File: src/rtl/edram_rr_scheduler_if.sv
// Bundled requester and eDRAM-side signals for edram_rr_scheduler.
// The slave modport is the scheduler; the master modport is the requesters plus the eDRAM macro.
interface edram_rr_scheduler_if #(
   parameter int NUM_REQ    = 4,
   parameter int ADDR_WIDTH = 6,
   parameter int DATA_WIDTH = 16,
   parameter int CNT_WIDTH  = 4
);
   logic [NUM_REQ-1:0]            req_ren;
   logic [NUM_REQ-1:0]            req_wen;
   logic [NUM_REQ*ADDR_WIDTH-1:0] req_addr;
   logic [NUM_REQ*DATA_WIDTH-1:0] req_wdata;
   logic [NUM_REQ*CNT_WIDTH-1:0]  req_wcnt;
   logic [NUM_REQ-1:0]            req_ack;
   logic [DATA_WIDTH-1:0]         req_rdata;
   logic                          ram_ren;
   logic                          ram_wen;
   logic [ADDR_WIDTH-1:0]         ram_addr;
   logic [DATA_WIDTH-1:0]         ram_wdata;
   logic [DATA_WIDTH-1:0]         ram_rdata;
   logic                          busy;

   modport slave (
      input  req_ren, req_wen, req_addr, req_wdata, req_wcnt, ram_rdata,
      output req_ack, req_rdata, ram_ren, ram_wen, ram_addr, ram_wdata, busy
   );

   modport master (
      output req_ren, req_wen, req_addr, req_wdata, req_wcnt, ram_rdata,
      input  req_ack, req_rdata, ram_ren, ram_wen, ram_addr, ram_wdata, busy
   );
endinterface

File: src/rtl/edram_rr_scheduler.sv
// Round-robin eDRAM port scheduler with a per-entry consumer-count file.
// Optional macro EDRAM_SCHED_WRITE_PRIO_EN: eligible writes win over eligible reads.
//
// state | meaning
// IDLE  | arbitrate among eligible requesters, latch winner, update count
// BUSY  | drive eDRAM for MEM_LAT cycles, capture read data on the last one
// DONE  | one-cycle ack to the winner, record it as last grant
module edram_rr_scheduler #(
   parameter int NUM_REQ    = 4,
   parameter int ADDR_WIDTH = 6,
   parameter int DATA_WIDTH = 16,
   parameter int CNT_WIDTH  = 4,
   parameter int MEM_LAT    = 3
) (
   input  logic                 clk,
   input  logic                 rst,
   edram_rr_scheduler_if.slave  bus
);
   localparam int DEPTH = 2**ADDR_WIDTH;
   localparam int IDX_W = (NUM_REQ > 1) ? $clog2(NUM_REQ) : 1;
   localparam int LAT_W = (MEM_LAT > 1) ? $clog2(MEM_LAT) : 1;
   localparam logic [IDX_W-1:0] LAST_IDX = IDX_W'(NUM_REQ - 1);
   localparam logic [LAT_W-1:0] LAT_END  = LAT_W'(MEM_LAT - 1);

   typedef enum logic [1:0] {
      S_IDLE = 2'd0,
      S_BUSY = 2'd1,
      S_DONE = 2'd2
   } state_t;

   state_t                state_q, state_d;
   logic [IDX_W-1:0]      idx_q, idx_d;
   logic                  op_wr_q, op_wr_d;
   logic [ADDR_WIDTH-1:0] addr_q, addr_d;
   logic [DATA_WIDTH-1:0] wdata_q, wdata_d;
   logic [DATA_WIDTH-1:0] rdata_q, rdata_d;
   logic [IDX_W-1:0]      last_grant_q, last_grant_d;
   logic [LAT_W-1:0]      lat_cnt_q, lat_cnt_d;
   logic [CNT_WIDTH-1:0]  cnt_q [DEPTH];
   logic [CNT_WIDTH-1:0]  cnt_d [DEPTH];

   logic [ADDR_WIDTH-1:0] addr_a  [NUM_REQ];
   logic [DATA_WIDTH-1:0] wdata_a [NUM_REQ];
   logic [CNT_WIDTH-1:0]  wcnt_a  [NUM_REQ];

   logic [NUM_REQ-1:0]    rd_elig;
   logic [NUM_REQ-1:0]    wr_elig;
   logic [NUM_REQ-1:0]    cand;
   logic                  found;
   logic [IDX_W-1:0]      pick;

   for (genvar g = 0; g < NUM_REQ; g++) begin : g_unpack
      assign addr_a[g]  = bus.req_addr[g*ADDR_WIDTH +: ADDR_WIDTH];
      assign wdata_a[g] = bus.req_wdata[g*DATA_WIDTH +: DATA_WIDTH];
      assign wcnt_a[g]  = bus.req_wcnt[g*CNT_WIDTH +: CNT_WIDTH];
   end

   function automatic logic [IDX_W-1:0] rr_idx(input logic [IDX_W-1:0] base, input int k);
      int s;
      s = int'(base) + k;
      if (s >= NUM_REQ) s = s - NUM_REQ;
      return IDX_W'(s);
   endfunction

   // A read takes precedence when both enables are set, so a write needs ren low.
   always_comb begin
      rd_elig = '0;
      wr_elig = '0;
      for (int i = 0; i < NUM_REQ; i++) begin
         rd_elig[i] = bus.req_ren[i] & (cnt_q[addr_a[i]] != '0);
         wr_elig[i] = bus.req_wen[i] & ~bus.req_ren[i] & (cnt_q[addr_a[i]] == '0);
      end
   end

`ifdef EDRAM_SCHED_WRITE_PRIO_EN
   assign cand = (|wr_elig) ? wr_elig : rd_elig;
`else
   assign cand = rd_elig | wr_elig;
`endif

   always_comb begin
      found = 1'b0;
      pick  = '0;
      for (int k = 1; k <= NUM_REQ; k++) begin
         if (!found && cand[rr_idx(last_grant_q, k)]) begin
            found = 1'b1;
            pick  = rr_idx(last_grant_q, k);
         end
      end
   end

   always_comb begin
      state_d      = state_q;
      idx_d        = idx_q;
      op_wr_d      = op_wr_q;
      addr_d       = addr_q;
      wdata_d      = wdata_q;
      rdata_d      = rdata_q;
      last_grant_d = last_grant_q;
      lat_cnt_d    = lat_cnt_q;
      cnt_d        = cnt_q;
      case (state_q)
         S_IDLE: begin
            if (found) begin
               idx_d     = pick;
               op_wr_d   = ~bus.req_ren[pick];
               addr_d    = addr_a[pick];
               wdata_d   = wdata_a[pick];
               rdata_d   = '0;
               lat_cnt_d = '0;
               state_d   = S_BUSY;
               // Count moves at grant so the next arbitration already sees it.
               if (!bus.req_ren[pick]) begin
                  cnt_d[addr_a[pick]] = (wcnt_a[pick] == '0) ? CNT_WIDTH'(1) : wcnt_a[pick];
               end else begin
                  cnt_d[addr_a[pick]] = cnt_q[addr_a[pick]] - CNT_WIDTH'(1);
               end
            end
         end
         S_BUSY: begin
            lat_cnt_d = lat_cnt_q + LAT_W'(1);
            if (lat_cnt_q == LAT_END) begin
               if (!op_wr_q) rdata_d = bus.ram_rdata;
               state_d = S_DONE;
            end
         end
         S_DONE: begin
            last_grant_d = idx_q;
            state_d      = S_IDLE;
         end
         default: state_d = S_IDLE;
      endcase
   end

   always_ff @(posedge clk or posedge rst) begin
      if (rst) begin
         state_q      <= S_IDLE;
         idx_q        <= '0;
         op_wr_q      <= 1'b0;
         addr_q       <= '0;
         wdata_q      <= '0;
         rdata_q      <= '0;
         last_grant_q <= LAST_IDX;
         lat_cnt_q    <= '0;
         for (int i = 0; i < DEPTH; i++) cnt_q[i] <= '0;
      end else begin
         state_q      <= state_d;
         idx_q        <= idx_d;
         op_wr_q      <= op_wr_d;
         addr_q       <= addr_d;
         wdata_q      <= wdata_d;
         rdata_q      <= rdata_d;
         last_grant_q <= last_grant_d;
         lat_cnt_q    <= lat_cnt_d;
         cnt_q        <= cnt_d;
      end
   end

   // Outputs decode from state alone, so an async reset clears them at once.
   assign bus.ram_ren   = (state_q == S_BUSY) & ~op_wr_q;
   assign bus.ram_wen   = (state_q == S_BUSY) & op_wr_q;
   assign bus.ram_addr  = (state_q == S_BUSY) ? addr_q : '0;
   assign bus.ram_wdata = ((state_q == S_BUSY) && op_wr_q) ? wdata_q : '0;
   assign bus.req_ack   = (state_q == S_DONE) ? (NUM_REQ'(1) << idx_q) : '0;
   assign bus.req_rdata = ((state_q == S_DONE) && !op_wr_q) ? rdata_q : '0;
   assign bus.busy      = (state_q != S_IDLE);
endmodule

File: src/flat_wrapper.sv
// flat-port wrapper written by rule: the top's interface ports become plain ports
module edram_rr_scheduler_flat 
#(
   parameter int NUM_REQ    = 4,
   parameter int ADDR_WIDTH = 6,
   parameter int DATA_WIDTH = 16,
   parameter int CNT_WIDTH  = 4,
   parameter int MEM_LAT    = 3
)
  (clk, rst, bus_req_ren, bus_req_wen, bus_req_addr, bus_req_wdata, bus_req_wcnt, bus_ram_rdata, bus_req_ack, bus_req_rdata, bus_ram_ren, bus_ram_wen, bus_ram_addr, bus_ram_wdata, bus_busy);
  edram_rr_scheduler_if #(.NUM_REQ(NUM_REQ), .ADDR_WIDTH(ADDR_WIDTH), .DATA_WIDTH(DATA_WIDTH), .CNT_WIDTH(CNT_WIDTH)) bus_i ();
  input  logic clk;
  input  logic rst;
  input wire logic [$bits(bus_i.req_ren)-1:0] bus_req_ren;
  input wire logic [$bits(bus_i.req_wen)-1:0] bus_req_wen;
  input wire logic [$bits(bus_i.req_addr)-1:0] bus_req_addr;
  input wire logic [$bits(bus_i.req_wdata)-1:0] bus_req_wdata;
  input wire logic [$bits(bus_i.req_wcnt)-1:0] bus_req_wcnt;
  input wire logic [$bits(bus_i.ram_rdata)-1:0] bus_ram_rdata;
  output wire logic [$bits(bus_i.req_ack)-1:0] bus_req_ack;
  output wire logic [$bits(bus_i.req_rdata)-1:0] bus_req_rdata;
  output wire logic [$bits(bus_i.ram_ren)-1:0] bus_ram_ren;
  output wire logic [$bits(bus_i.ram_wen)-1:0] bus_ram_wen;
  output wire logic [$bits(bus_i.ram_addr)-1:0] bus_ram_addr;
  output wire logic [$bits(bus_i.ram_wdata)-1:0] bus_ram_wdata;
  output wire logic [$bits(bus_i.busy)-1:0] bus_busy;
  assign bus_i.req_ren = bus_req_ren;
  assign bus_i.req_wen = bus_req_wen;
  assign bus_i.req_addr = bus_req_addr;
  assign bus_i.req_wdata = bus_req_wdata;
  assign bus_i.req_wcnt = bus_req_wcnt;
  assign bus_i.ram_rdata = bus_ram_rdata;
  assign bus_req_ack = bus_i.req_ack;
  assign bus_req_rdata = bus_i.req_rdata;
  assign bus_ram_ren = bus_i.ram_ren;
  assign bus_ram_wen = bus_i.ram_wen;
  assign bus_ram_addr = bus_i.ram_addr;
  assign bus_ram_wdata = bus_i.ram_wdata;
  assign bus_busy = bus_i.busy;
  edram_rr_scheduler #(.NUM_REQ(NUM_REQ), .ADDR_WIDTH(ADDR_WIDTH), .DATA_WIDTH(DATA_WIDTH), .CNT_WIDTH(CNT_WIDTH), .MEM_LAT(MEM_LAT)) u_core (.clk(clk), .rst(rst), .bus(bus_i));
endmodule
File: config.mk
export PLATFORM = sky130hd
export DESIGN_NAME = edram_rr_scheduler_flat
export DESIGN_NICKNAME = d
export VERILOG_FILES = /design/src/rtl/edram_rr_scheduler_if.sv /design/src/rtl/edram_rr_scheduler.sv /design/src/flat_wrapper.sv
export SDC_FILE = /design/constraint.sdc
export NUM_CORES = 1
export LEC_CHECK = 0
export CAP_MARGIN = 20
export CORE_MARGIN = 2
export CORE_UTILIZATION = 40
export CTS_CLUSTER_SIZE = 8
export DETAILED_ROUTE_END_ITERATION = 12
export SETUP_SLACK_MARGIN = 0.05
export SLEW_MARGIN = 20
export SYNTH_ARGS = -nofsm -noshare
export SYNTH_HDL_FRONTEND = slang
export SYNTH_SLANG_ARGS = --single-unit
File: constraint.sdc
create_clock -name clk -period 14.75 [get_ports clk]
set_input_delay 2.95 -clock clk [delete_from_list [all_inputs] [get_ports clk]]
set_output_delay 2.95 -clock clk [all_outputs]
set_load 0.02 [all_outputs]
**After elaboration in Yosys (flattened, before gate mapping)**

Cells that the tools add are included.

- Flip-flop bits (word level): 303
- Bits in latches: 0
- Bits in writable memories: 0
- Memories kept: 0
- Output and inout bits: 45
- ROM bits: 0

- Equal/unequal tests: 6
- Div/mod/pow operators: 0
- $add $sub $neg: 10
- $lt $le $gt $ge: 16
- Muxes and demuxes: 65
- Multipliers: 0
- Reduce and logical (&&, ||, !) cells: 26
- Shift-type cells: 1
- Bitwise operators: 27

Operator list:

| kind | number |
|---|---|
| $bwmux W256 | 2 |
| $mux W256 | 1 |
| $bmux W4 S6 | 5 |
| $mux W16 | 7 |
| $mux W4 | 15 |
| $ge A7 B7 Y1 const B | 5 |
| $not A6 Y7 | 5 |
| $bmux W16 S2 | 1 |
| $pmux W16 S2 | 1 |
| $demux W4 S6 | 1 |
| $mux W2 | 11 |
| $logic_not A4 Y1 | 5 |
| $mux W6 | 3 |
| $reduce_bool A4 Y1 | 4 |
| $lt A2 B3 Y1 const B | 5 |
| $and A1 B1 Y1 | 14 |
| $bmux W6 S2 | 1 |
| $ge A3 B3 Y1 const B | 4 |
| $bmux W1 S2 | 5 |
| $mux W1 | 9 |
| $bmux W4 S2 | 1 |
| $pmux W2 S2 | 2 |
| $sub A2 B1 Y2 const B | 4 |
| $lt A7 B1 Y1 const B | 1 |
| other kinds (20) | 39 |

**Logic depth before layout (Yosys ltp)**

- Depth after elaboration: 30
- Depth in mapped cells: 30

**Worst setup path after synthesis**

OpenSTA, ideal clock, no wires.

- Kind: input to register
- Start point: input bus_req_addr[0]
- End point: register u_core.cnt_q[86] in the netlist's numbering
- Slack: 5.811 ns
- Data required time: 14.611 ns
- Cell stages on the path: 28
- Arrival: 8.800 ns
- Cell sequence: buf_4 mux4_2 nor2_1 nor2_1 or4_1 o311a_1 and4_1 or3_1 or2_1 buf_2 a21boi_4 buf_6 buf_2 mux2_2 mux2_2 clkbuf_1 buf_2 a22oi_1 a31oi_1 or2_2 or3_1 inv_1 ha_1 xnor2_1 mux2_2 clkbuf_1 clkbuf_1 a21oi_1

- Cells in the longest elaborated chain, start to end: 30

RTL lines:

| item | RTL line | text |
|---|---|---|
| from (decl) | flat_wrapper.sv:16 | `input wire logic [$bits(bus_i.req_addr)-1:0] bus_req_addr;` |
| $not A6 Y7 (not written as such) | edram_rr_scheduler.sv:70, edram_rr_scheduler.sv:71 |  |
| $bmux W4 S6 | edram_rr_scheduler.sv:70, edram_rr_scheduler.sv:71 |  |
| $mux W4 (not written as such) (2 in series) | edram_rr_scheduler.sv:70, edram_rr_scheduler.sv:71 |  |
| $reduce_bool A4 Y1 or $logic_not A4 Y1 (tied branches) | edram_rr_scheduler.sv:70, edram_rr_scheduler.sv:71 |  |
| $and A1 B1 Y1 (on tied branches) | edram_rr_scheduler.sv:70, edram_rr_scheduler.sv:71 |  |
| $or A4 B4 Y4 | edram_rr_scheduler.sv:78 | `assign cand = rd_elig \| wr_elig;` |
| $bmux W1 S2 | edram_rr_scheduler.sv:85 | `if (!found && cand[rr_idx(last_grant_q, k)]) begin` |
| $mux W1 (not written as such) | edram_rr_scheduler.sv:85 |  |
| [... 12 more ...] | -- |  |
| $mux W6 (not written as such) (2 in series) | edram_rr_scheduler.sv:114, edram_rr_scheduler.sv:116 |  |
| $not A6 Y7 | edram_rr_scheduler.sv:114, edram_rr_scheduler.sv:116 |  |
| $bmux W4 S6 (tied with other cells) | edram_rr_scheduler.sv:116 | `cnt_d[addr_a[pick]] = cnt_q[addr_a[pick]] - CNT_WIDTH'(1);` |
| $mux W4 (not written as such) or $logic_and A1 B1 Y1 (tied branches) | edram_rr_scheduler.sv:116, edram_rr_scheduler.sv:114 |  |
| $mux W4 (on tied branches) | edram_rr_scheduler.sv:116, edram_rr_scheduler.sv:114 |  |
| $sub A4 B1 Y4 or $demux W4 S6 (tied branches) | edram_rr_scheduler.sv:116, edram_rr_scheduler.sv:114 |  |
| $bwmux W256 (on tied branches) | edram_rr_scheduler.sv:116, edram_rr_scheduler.sv:114 |  |
| $mux W256 | edram_rr_scheduler.sv:113 | `if (!bus.req_ren[pick]) begin` |
| to (signal assigned) | edram_rr_scheduler.sv:155 | `cnt_q <= cnt_d;` |
| to (decl) | edram_rr_scheduler.sv:39 | `logic [CNT_WIDTH-1:0] cnt_q [DEPTH];` |

Parallel ways exist; a longest one is shown, timed or not. The select of a mux whose other input is x is not followed.
A chain may end at the register's enable or synchronous reset.

**Final worst setup path**

- Start point: input bus_req_addr[20]
- End point: register u_core.cnt_q[219] in the netlist's numbering

Same word-level chain as after synthesis.

==> key figures <==
Floorplan
  – Core ar.: 0.04765 sq mm
  – Total die area: 0.04990 sq mm
  – Top-level port count: approximately 180
  – Starting density of the core: 40.41%
  – Die Ht: around 220 um
  – Horizontal die dimension: 223.4 um
  – Standard-cell rows: 80

Detailed routing
  – Routed Antenna Nets: 0
  – First-pass detailed-route iteration total: 8
  – Final routed DRC violation total: 0
  – Routed vias/inst: around 6.7
  – Vias: ~20000
  – Average detailed-routed wire length per instance: between 30 and 40 um
  – Detailed-route wire length: slightly above 90 mm
  – Number of DRC violations after detailed-routing iteration 0: 2775

STA
  – Final setup violation count: 0
  – Min Clock Period, post-route: 12310 ps
  – Sum of negative setup slack: 0 ps
  – Worst setup skew after layout: 43.41 ps
  – Slew Limit Headroom: roughly 15%
  – Hold violation total from the final report: 0
  – Total count of max-transition violations in the final report: 0
  – Tcrit/Tclk final: between 80% and 90%
  – Fmax: between 0.08 and 0.09 GHz
  – RSZ-0062 raised after global routing: no
  – Slew of the pin with the lowest slew margin: 1262 ps

Synthesis
  – Synthesized net count: around 2300
  – Dominant synthesized flop cell: dfrtp_1
  – Post-Syn Area per Cell: 8.684 sq um
  – Yosys top cell area share: 39.12%
  – Post-synthesis sequential area ratio: 39.40%
  – Top cells by area in the synthesized netlist: dfrtp_1 (39%), nor2_1 (6.9%), a21oi_1 (5.4%)
  – Number of synthesized register bits: 303
  – Most frequently used cell type in the post-synthesis netlist: nor2_1
  – Post-synthesis instance area: just under 0.02 sq mm
  – FFs w/ async S/R, synth: 100.0%
  – Ys Warns: 0
  – Yosys cell types: 80
  – Post-synth EDFFs: 0
  – Mapped Cells: 2217
  – Top post-synthesis cells by count: nor2_1 (354), dfrtp_1 (301), nand2_1 (210), a21oi_1 (206), clkbuf_1 (95)
  – Cell type with the largest total area after synthesis: dfrtp_1

Worst setup path
  – CP required: roughly 15000 ps
  – Sort of element at the start of the critical path: primary input
  – Crit Path Category: primary input to flip-flop
  – Arrival time at the worst endpoint: about 13000 ps
  – Maximum fanout count along the critical path: between 60 and 70
  – Crit end category: flip-flop

Clocking
  – CTS tree: yes
  – Longest Clk Path Bufs: 3
  – PostCTS Resize Cnt: 0
  – H-tree depth reported by CTS: 2
  – Clock latency at the later pin of the worst-skew pair: 590 ps
  – Number of CTS-inserted buffers: 44
  – Number of buffers inserted by hold repair at cts: 0
  – Post-CTS setup buffer count: 0
  – TritonCTS Sinks: 303
  – Worst-path clk slew: around 50 ps
  – Root Buffer Master: clkbuf_16

Layout
  – Non-filler cells, final: 2964
  – Final Net Count: between 2000 and 2500
  – Syn-to-layout area delta: 18.30%
  – Share of cells above drive strength 1: between 10% and 20%

Power
  – Total Power: 6.318 mW
  – Power density over the cells: 277.4 mW/mm^2
  – Worst supply voltage drop on vdd: roughly 460 uV
  – Static leakage power: 9.421 nW

GRT
  – Overall fraction of global-route tracks in use: between 30% and 40%
  – Antenna violations before repair: 4
  – Wire length of the first global-routing pass: 133.3 mm
  – Via count of the first global-routing pass: 19190
  – Largest net degree at the start of global routing: 82
  – Remaining Overflow, GRT: 0

Place
  – DP Cell Count: a little under 3000
  – Placer congestion estimate: 1.045
  – Detailed placement HPWL: around 65 mm
  – Count of input and output buffers: 174

Hold path
  – Worst min-delay path class: flip-flop to flip-flop

Job
  – Maximum capacitance violations: 0

Status
  – Result of the run: finished clean
## registers in the layout, summed over array words and instances, names as in the netlist
signal               flops
u_core.lat_cnt_q         2
u_core.rdata_q          16
u_core.addr_q            6
u_core.last_grant_q      2
u_core.op_wr_q           1
u_core.idx_q             2
u_core.cnt_q           256
u_core.state_q           2
u_core.wdata_q          16
## cells by family (layout without fill, tap and decap cells)
kind of cell,after synthesis,in the layout,share of synthesized area [%]
AND/OR/NAND/NOR,936,936,22.69
AO/OA/AOI/OAI,621,621,21.52
flip-flops,303,303,39.40
multiplexers,185,185,12.48
buffers and inverters,169,299,3.730
adder cells (fa/ha/maj),2,2,0.1300
XOR/XNOR,1,1,0.04550
other,0,2,0
## cell usage in the layout (no fill, tap or decap), types with 45 or more instances in the layout
cell               n
buf_4             45
dfrtp_1          301
nand2_1          210
a211oi_1          65
nand3_1           45
nor4_1            58
mux2_2            86
nor3_1            79
o21ai_0           89
nor2_1           349
clkbuf_16         46
mux2i_1           59
a21oi_1          205
clkdlybuf4s50_1  170
## worst max-delay path: stages
cell	delay (ps)
clkdlybuf4s50_1	1000
inv_1	830
nor2_1	240
and4b_1	250
nor4_1	720
o41ai_1	330
nor4b_1	390
nor2_1	190
a2bb2oi_1	190
o211ai_1	510
o221ai_1	460
and2_2	420
buf_4	260
nor2_2	950
a221oi_1	230
a31oi_1	800
a21oi_1	50
nor4b_1	210
or4_1	600
a31oi_4	200
buf_4	680
a21oi_1	160
## layout make-up
cell class,instances,area (sq um)
clock inverter,1,16.27
antenna,2,5.005
clock buffer,52,1204
sequential,303,7585
tap,615,769.5
timing repair buffer,220,2071
multi-input combinational,1745,11020
inverter,26,105.1
fill,4603,24870
## routing by layer
layer	up-vias	GRT usage (%)	wire [um]	part of all wire (%)
met3	357	8.956	10220	11
met2	1427	54.31	38470	42
met1	9609	47.24	36050	39
met4	4	22.30	6538	7.2
li1	8530	-	-	-
met5	-	0	20	0.022
## per-stage QoR
step                      hold slack (ps)  setup WS, ps  instance area (sq um)  utilization [%]
final                               464.5          2436                  22780            47.80
after global routing                484.9          2326                  22770            47.79
after CTS                           469.7          2825                  22760            47.77
after detailed placement            458.4          2249                  21540            45.21
after global placement              452.2          2430                  21530            45.19
after floorplan                     438.0          3429                  19250                -
## power by group
group | total, mW | internal [mW] | switching [mW]
registers | 1.65 | 1.17 | 0.484
clock network | 0.917 | 0.562 | 0.355
logic | 3.75 | 1.14 | 2.60
## final timing paths
kind                                   start                 to  slack (ps)  depth (start not counted)
min                        u_core.wdata_q[3]  u_core.wdata_q[3]         460                          1
max in group asynchronous                rst  u_core.cnt_q[186]        9600                          4
min reg2reg                u_core.wdata_q[3]  u_core.wdata_q[3]         460                          1
max reg2reg                u_core.cnt_q[147]  u_core.cnt_q[219]        5140                         21
max                         bus_req_addr[20]  u_core.cnt_q[219]        2440                         22
min in group asynchronous                rst  u_core.cnt_q[125]        2860                          2
Power figures use the tool's default switching activity.
==> patch 1, RTL diff (config.mk and constraints unchanged) <==
`MEM_LAT` is set to 3 in 2 places; all go to 5.
--- a/src/rtl/edram_rr_scheduler.sv
+++ b/src/rtl/edram_rr_scheduler.sv
@@ -12,3 +12,3 @@
    parameter int CNT_WIDTH  = 4,
-   parameter int MEM_LAT    = 3
+   parameter int MEM_LAT    = 5
 ) (
--- a/src/flat_wrapper.sv
+++ b/src/flat_wrapper.sv
@@ -7,3 +7,3 @@
    parameter int CNT_WIDTH  = 4,
-   parameter int MEM_LAT    = 3
+   parameter int MEM_LAT    = 5
 )
Function: not settled (the Yosys comparison gave no result); the edit may change what the design does.
==> patch 1 against the original RTL <==
- die area up 2.2%
- total power down 1.9%
- worst setup slack better by 0.66 ns
- area after synthesis up 2.3%
- clock power down 2%
- routed wire length up 11%
- design area up 3.2%
- worst hold slack better by 0.0034 ns
- synthesized cell count up 2.2%
- sequential cell count up 1
- register-to-register slack better by 1.0 ns
- critical path type unchanged
- critical endpoint is now u_core.cnt_q[159]
- largest cell class unchanged
- highest routed layer unchanged
==> patch 1: results (changes against the original RTL) <==
| Metric | Value |
|---|---|
| Crit Path Max Fanout | `29 (-55%)` |
| Total global-route track usage | `39.6% (+3.3 points)` |
| TritonRoute pass-1 iters | `6 (-2)` |
| First-pass GRT wire length | `144,000 microns (+8.2%)` |
| Skew final | `0.0356 ns (-0.00780 ns)` |
| Actual slew at the worst max-slew pin | `1.28 ns (+0.0149 ns)` |
| Clk root buf | `clkbuf_16` |
| 1st-iter DRT viols | `3,082 (+11%)` |
| Top FF cell, synth | `dfrtp_1` |
| Final net count | `2,535 (+2.5%)` |
| Status | `completed` |
| Vias in the first global route | `19,500 (+1.8%)` |
| Post-CTS Setup Bufs | `0 (unchanged)` |
| Vias post-DR | `20,600 (+3.4%)` |
| HP Class | `flop to flop` |
| Top flop regs | `u_core.cnt_q (256), u_core.rdata_q (16), u_core.wdata_q (16)` |
| Initial antenna violation count | `7 (+3)` |
| CTS Buf Count | `44 (unchanged)` |
| Clock Path Buffers | `3 (unchanged)` |
| Pleak | `9.50 nW (+0.80%)` |
| Worst path slowest cell | `o311ai_4` |
| Ranking of synthesized cells by area | `dfrtp_1 (38%), mux2_2 (6.3%), mux2i_1 (6.1%)` |
| Share of layout cells above drive strength 1 | `12.6% (+1.6 points)` |
| Post-synth ARST share | `100% (unchanged)` |
| Synth cell types | `79 (-1.3%)` |
| Syn nets | `2,398 (+2.1%)` |
| Clk pin slew, worst setup/hold paths | `0.05 ns (about the same)` |
| Sequential area share after synthesis | `38.6% (-0.75 points)` |
| Clk Latency, worst-skew pair | `0.59 ns (about the same)` |
| Top cells by count, synth | `nor2_1 (312), dfrtp_1 (302), nand2_1 (273), o21ai_0 (150), a21oi_1 (134)` |
| Buffers on Ports | `174 (unchanged)` |
| Drt total wl | `102,000 microns (+11%)` |
| CTS resizes | `0 (unchanged)` |
| Max_cap viols | `0 (unchanged)` |
| Max incr delay on CP | `0.85 ns (-0.15 ns)` |
| Hpwl dp | `74,100 microns (+15%)` |
| Pre-CTS WS | `2.86 ns (+0.614 ns)` |
| YS warnings | `0 (unchanged)` |
| GP Congestion | `1.07 (+2.8%)` |
| Worst path arrival time | `12.07 ns (-0.64 ns)` |
| Total number of H-tree levels | `2 (unchanged)` |
| Worst VDD drop | `0.247 mV (-47%)` |
| Drc violations | `0 (unchanged)` |
| Largest net degree at the start of global routing | `97 (+18%)` |
==> patch 1: logic make-up after synthesis <==
group / Yosys count / share of synthesized area (%)
mux: 269 / 16.6
fa+ha+maj: 3 / 0.191
flops: 304 / 38.6
buf+inv: 174 / 3.52
compound gates: 603 / 19.7
simple gates: 910 / 21.2
xor+xnor: 2 / 0.127
==> patch 1: worst paths after layout <==
| check | start | endpoint | slack, ns | depth (start not counted) |
|---|---|---|---|---|
| max | bus_req_addr[19] | u_core.cnt_q[159] | 3.09 | 22 |
| min | u_core.wdata_q[3] | u_core.wdata_q[3] | 0.47 | 2 |
| max reg2reg | u_core.cnt_q[180] | u_core.cnt_q[90] | 6.16 | 22 |
| min reg2reg | u_core.wdata_q[3] | u_core.wdata_q[3] | 0.47 | 2 |
| max in group asynchronous | rst | u_core.cnt_q[127] | 9.83 | 5 |
| min in group asynchronous | rst | u_core.cnt_q[162] | 2.89 | 2 |
==> patch 1: critical path, delay by kind of cell <==
family | cells | cell delay (ns)
AOI/OAI and AO/OA | 11 | 4.08
and+or+nand+nor | 6 | 2.74
muxes | 1 | 0.50
buffers and inverters | 4 | 1.70
==> patch 1: stage by stage <==
step	hold slack (ns)	utilization, %	std cells	cell area (sq um)
finish	0.468	48.2	3074	23500
CTS	0.475	48.1	3068	23400
detailed placement	0.464	45.7	3018	22300
floorplan	0.442	-	2265	19700
global route	0.499	48.2	3070	23500
global placement	0.455	45.6	3017	22200
==> patch 1: layout make-up <==
class	count	area, sq um
Tap cell	664	831
Fill cell	4767	25200
Clock inverter	4	52.6
Multi-Input combinational cell	1787	11500
Sequential cell	304	7610
Clock buffer	46	1120
Timing Repair Buffer	239	2280
Antenna cell	4	10.0
Inverter	26	105
==> patch 1: layer usage <==
metal,track usage [%],vias up,routed length [microns]
met3,9.91,294,12000
met5,0.489,-,79
met2,57.0,1472,42100
li1,-,8715,-
met1,55.5,10100,42200
met4,18.5,8,5330
==> patch 1: report_power, final <==
part | switching (mW) | internal [mW]
sequential | 0.424 | 1.10
combinational | 2.63 | 1.14
clock | 0.370 | 0.533
==> patch 2, RTL diff (same settings) <==
Made on the original files. Take the reset off `rdata_q` and load it in a clocked block of its own.
--- a/src/rtl/edram_rr_scheduler.sv
+++ b/src/rtl/edram_rr_scheduler.sv
@@ -141,3 +141,2 @@
          wdata_q      <= '0;
-         rdata_q      <= '0;
          last_grant_q <= LAST_IDX;
@@ -151,3 +150,2 @@
          wdata_q      <= wdata_d;
-         rdata_q      <= rdata_d;
          last_grant_q <= last_grant_d;
@@ -156,2 +154,6 @@
       end
+   end
+
+   always_ff @(posedge clk) begin
+      rdata_q <= rdata_d;
    end
Function: not settled (the Yosys comparison gave no result); the edit may change what the design does.
==> patch 2 against the original RTL <==
- total power up 0.67%
- synthesized cell count down 0.23%
- register-to-register slack better by 0.33 ns
- sequential cell count unchanged
- area after synthesis up 5.3%
- worst setup slack better by 0.68 ns
- design area up 4.4%
- routed wire length down 3.2%
- fmax up 5.9%
- final cell count up 1.8%
- count of clock-buffer cells in the layout up 7
- critical path type unchanged
- critical endpoint is now u_core.cnt_q[238]
- highest routed layer unchanged
==> patch 2: results (changes against the original RTL) <==
| Metric | Value |
|---|---|
| Status | `completed` |
| Internal | `2.81 mW (-2.3%)` |
| Actual slew at the worst max-slew pin | `1.25 ns (-0.0131 ns)` |
| Met1 usage | `43.2% (-4.1 points)` |
| Max incr delay on CP | `1.04 ns (+0.04 ns)` |
| TritonRoute pass-1 iters | `6 (-2)` |
| Worst path slowest cell | `nor3_1` |
| FF-to-FF Start | `u_core.cnt_q[49]` |
| Worst path arrival time | `12.05 ns (-0.66 ns)` |
| Fillers | `4,834 (+5.0%)` |
| Crit Path Max Fanout | `40 (-38%)` |
| GP Congestion | `1.03 (-1.7%)` |
| Syn nets | `2,344 (-0.21%)` |
| GR met3 Demand/Resource | `9.01% (+0.058 points)` |
| WL met2 | `39,100 microns (+1.7%)` |
| Skew final | `0.0212 ns (-0.0222 ns)` |
| Family with the most delay on the worst path | `buffers and inverters` |
| Share of layout cells above drive strength 1 | `14.1% (+3.1 points)` |
| Hold Path End | `u_core.wdata_q[5]` |
| Top cells by count, synth | `dfrtp_1 (285), nand2_1 (258), nor2_1 (245), o21ai_0 (160), a21oi_1 (136)` |
| 1st-iter DRT viols | `2,823 (+1.7%)` |
| R2R setup slack | `5.47 ns (+0.33 ns)` |
| Worst VDD drop | `0.276 mV (-40%)` |
| Total global-route track usage | `33.2% (-3.0 points)` |
| Vias post-DR | `20,100 (+0.93%)` |
| Ranking of synthesized cells by area | `dfrtp_1 (35%), mux2i_1 (5.8%), mux2_2 (5.6%)` |
| CP endpoint | `u_core.cnt_q[238]` |
| Met2 Use GR | `51.9% (-2.4 points)` |
| First-pass GRT wire length | `132,000 microns (-1.2%)` |
| Worst-case reg-to-reg path depth | `23 (+9.5%)` |
| Avg Vias per Cell | `6.67 (-0.81%)` |
| Initial antenna violation count | `3 (-1)` |
| WHS Path Cells | `2 (+1)` |
| WL met3 | `10,000 microns (-2.0%)` |
| Worst Hold Launch | `u_core.wdata_q[5]` |
| Drt total wl | `88,300 microns (-3.2%)` |
[patch 2: final cells by class]
class,count,area (sq um),area share [%]
tap,672,841,3.54
antenna,2,5.00,0.0210
clock inverter,4,27.5,0.116
sequential,303,7660,32.2
multi-input combinational,1726,11800,49.8
inverter,22,90.1,0.379
clock buffer,59,1180,4.96
timing repair buffer,228,2130,8.96
[patch 2: logic make-up after synthesis]
logic type                 share of synthesized area (%)
adders and majority gates                          0.123
DFF                                                 37.8
muxes                                               17.7
AOI/OAI and AO/OA                                   19.9
buffers and inverters                               4.34
and+or+nand+nor                                     20.1
[patch 2: worst reg2reg max path: cells and delay by family, from the launching register on]
kind                       cells  cell delay [ns]
DFF                            1             0.44
AOI/OAI and AO/OA             10             3.26
muxes                          4             1.14
and+or+nand+nor                4             2.43
buffers and inverters          4             1.62
adders and majority gates      1             0.21
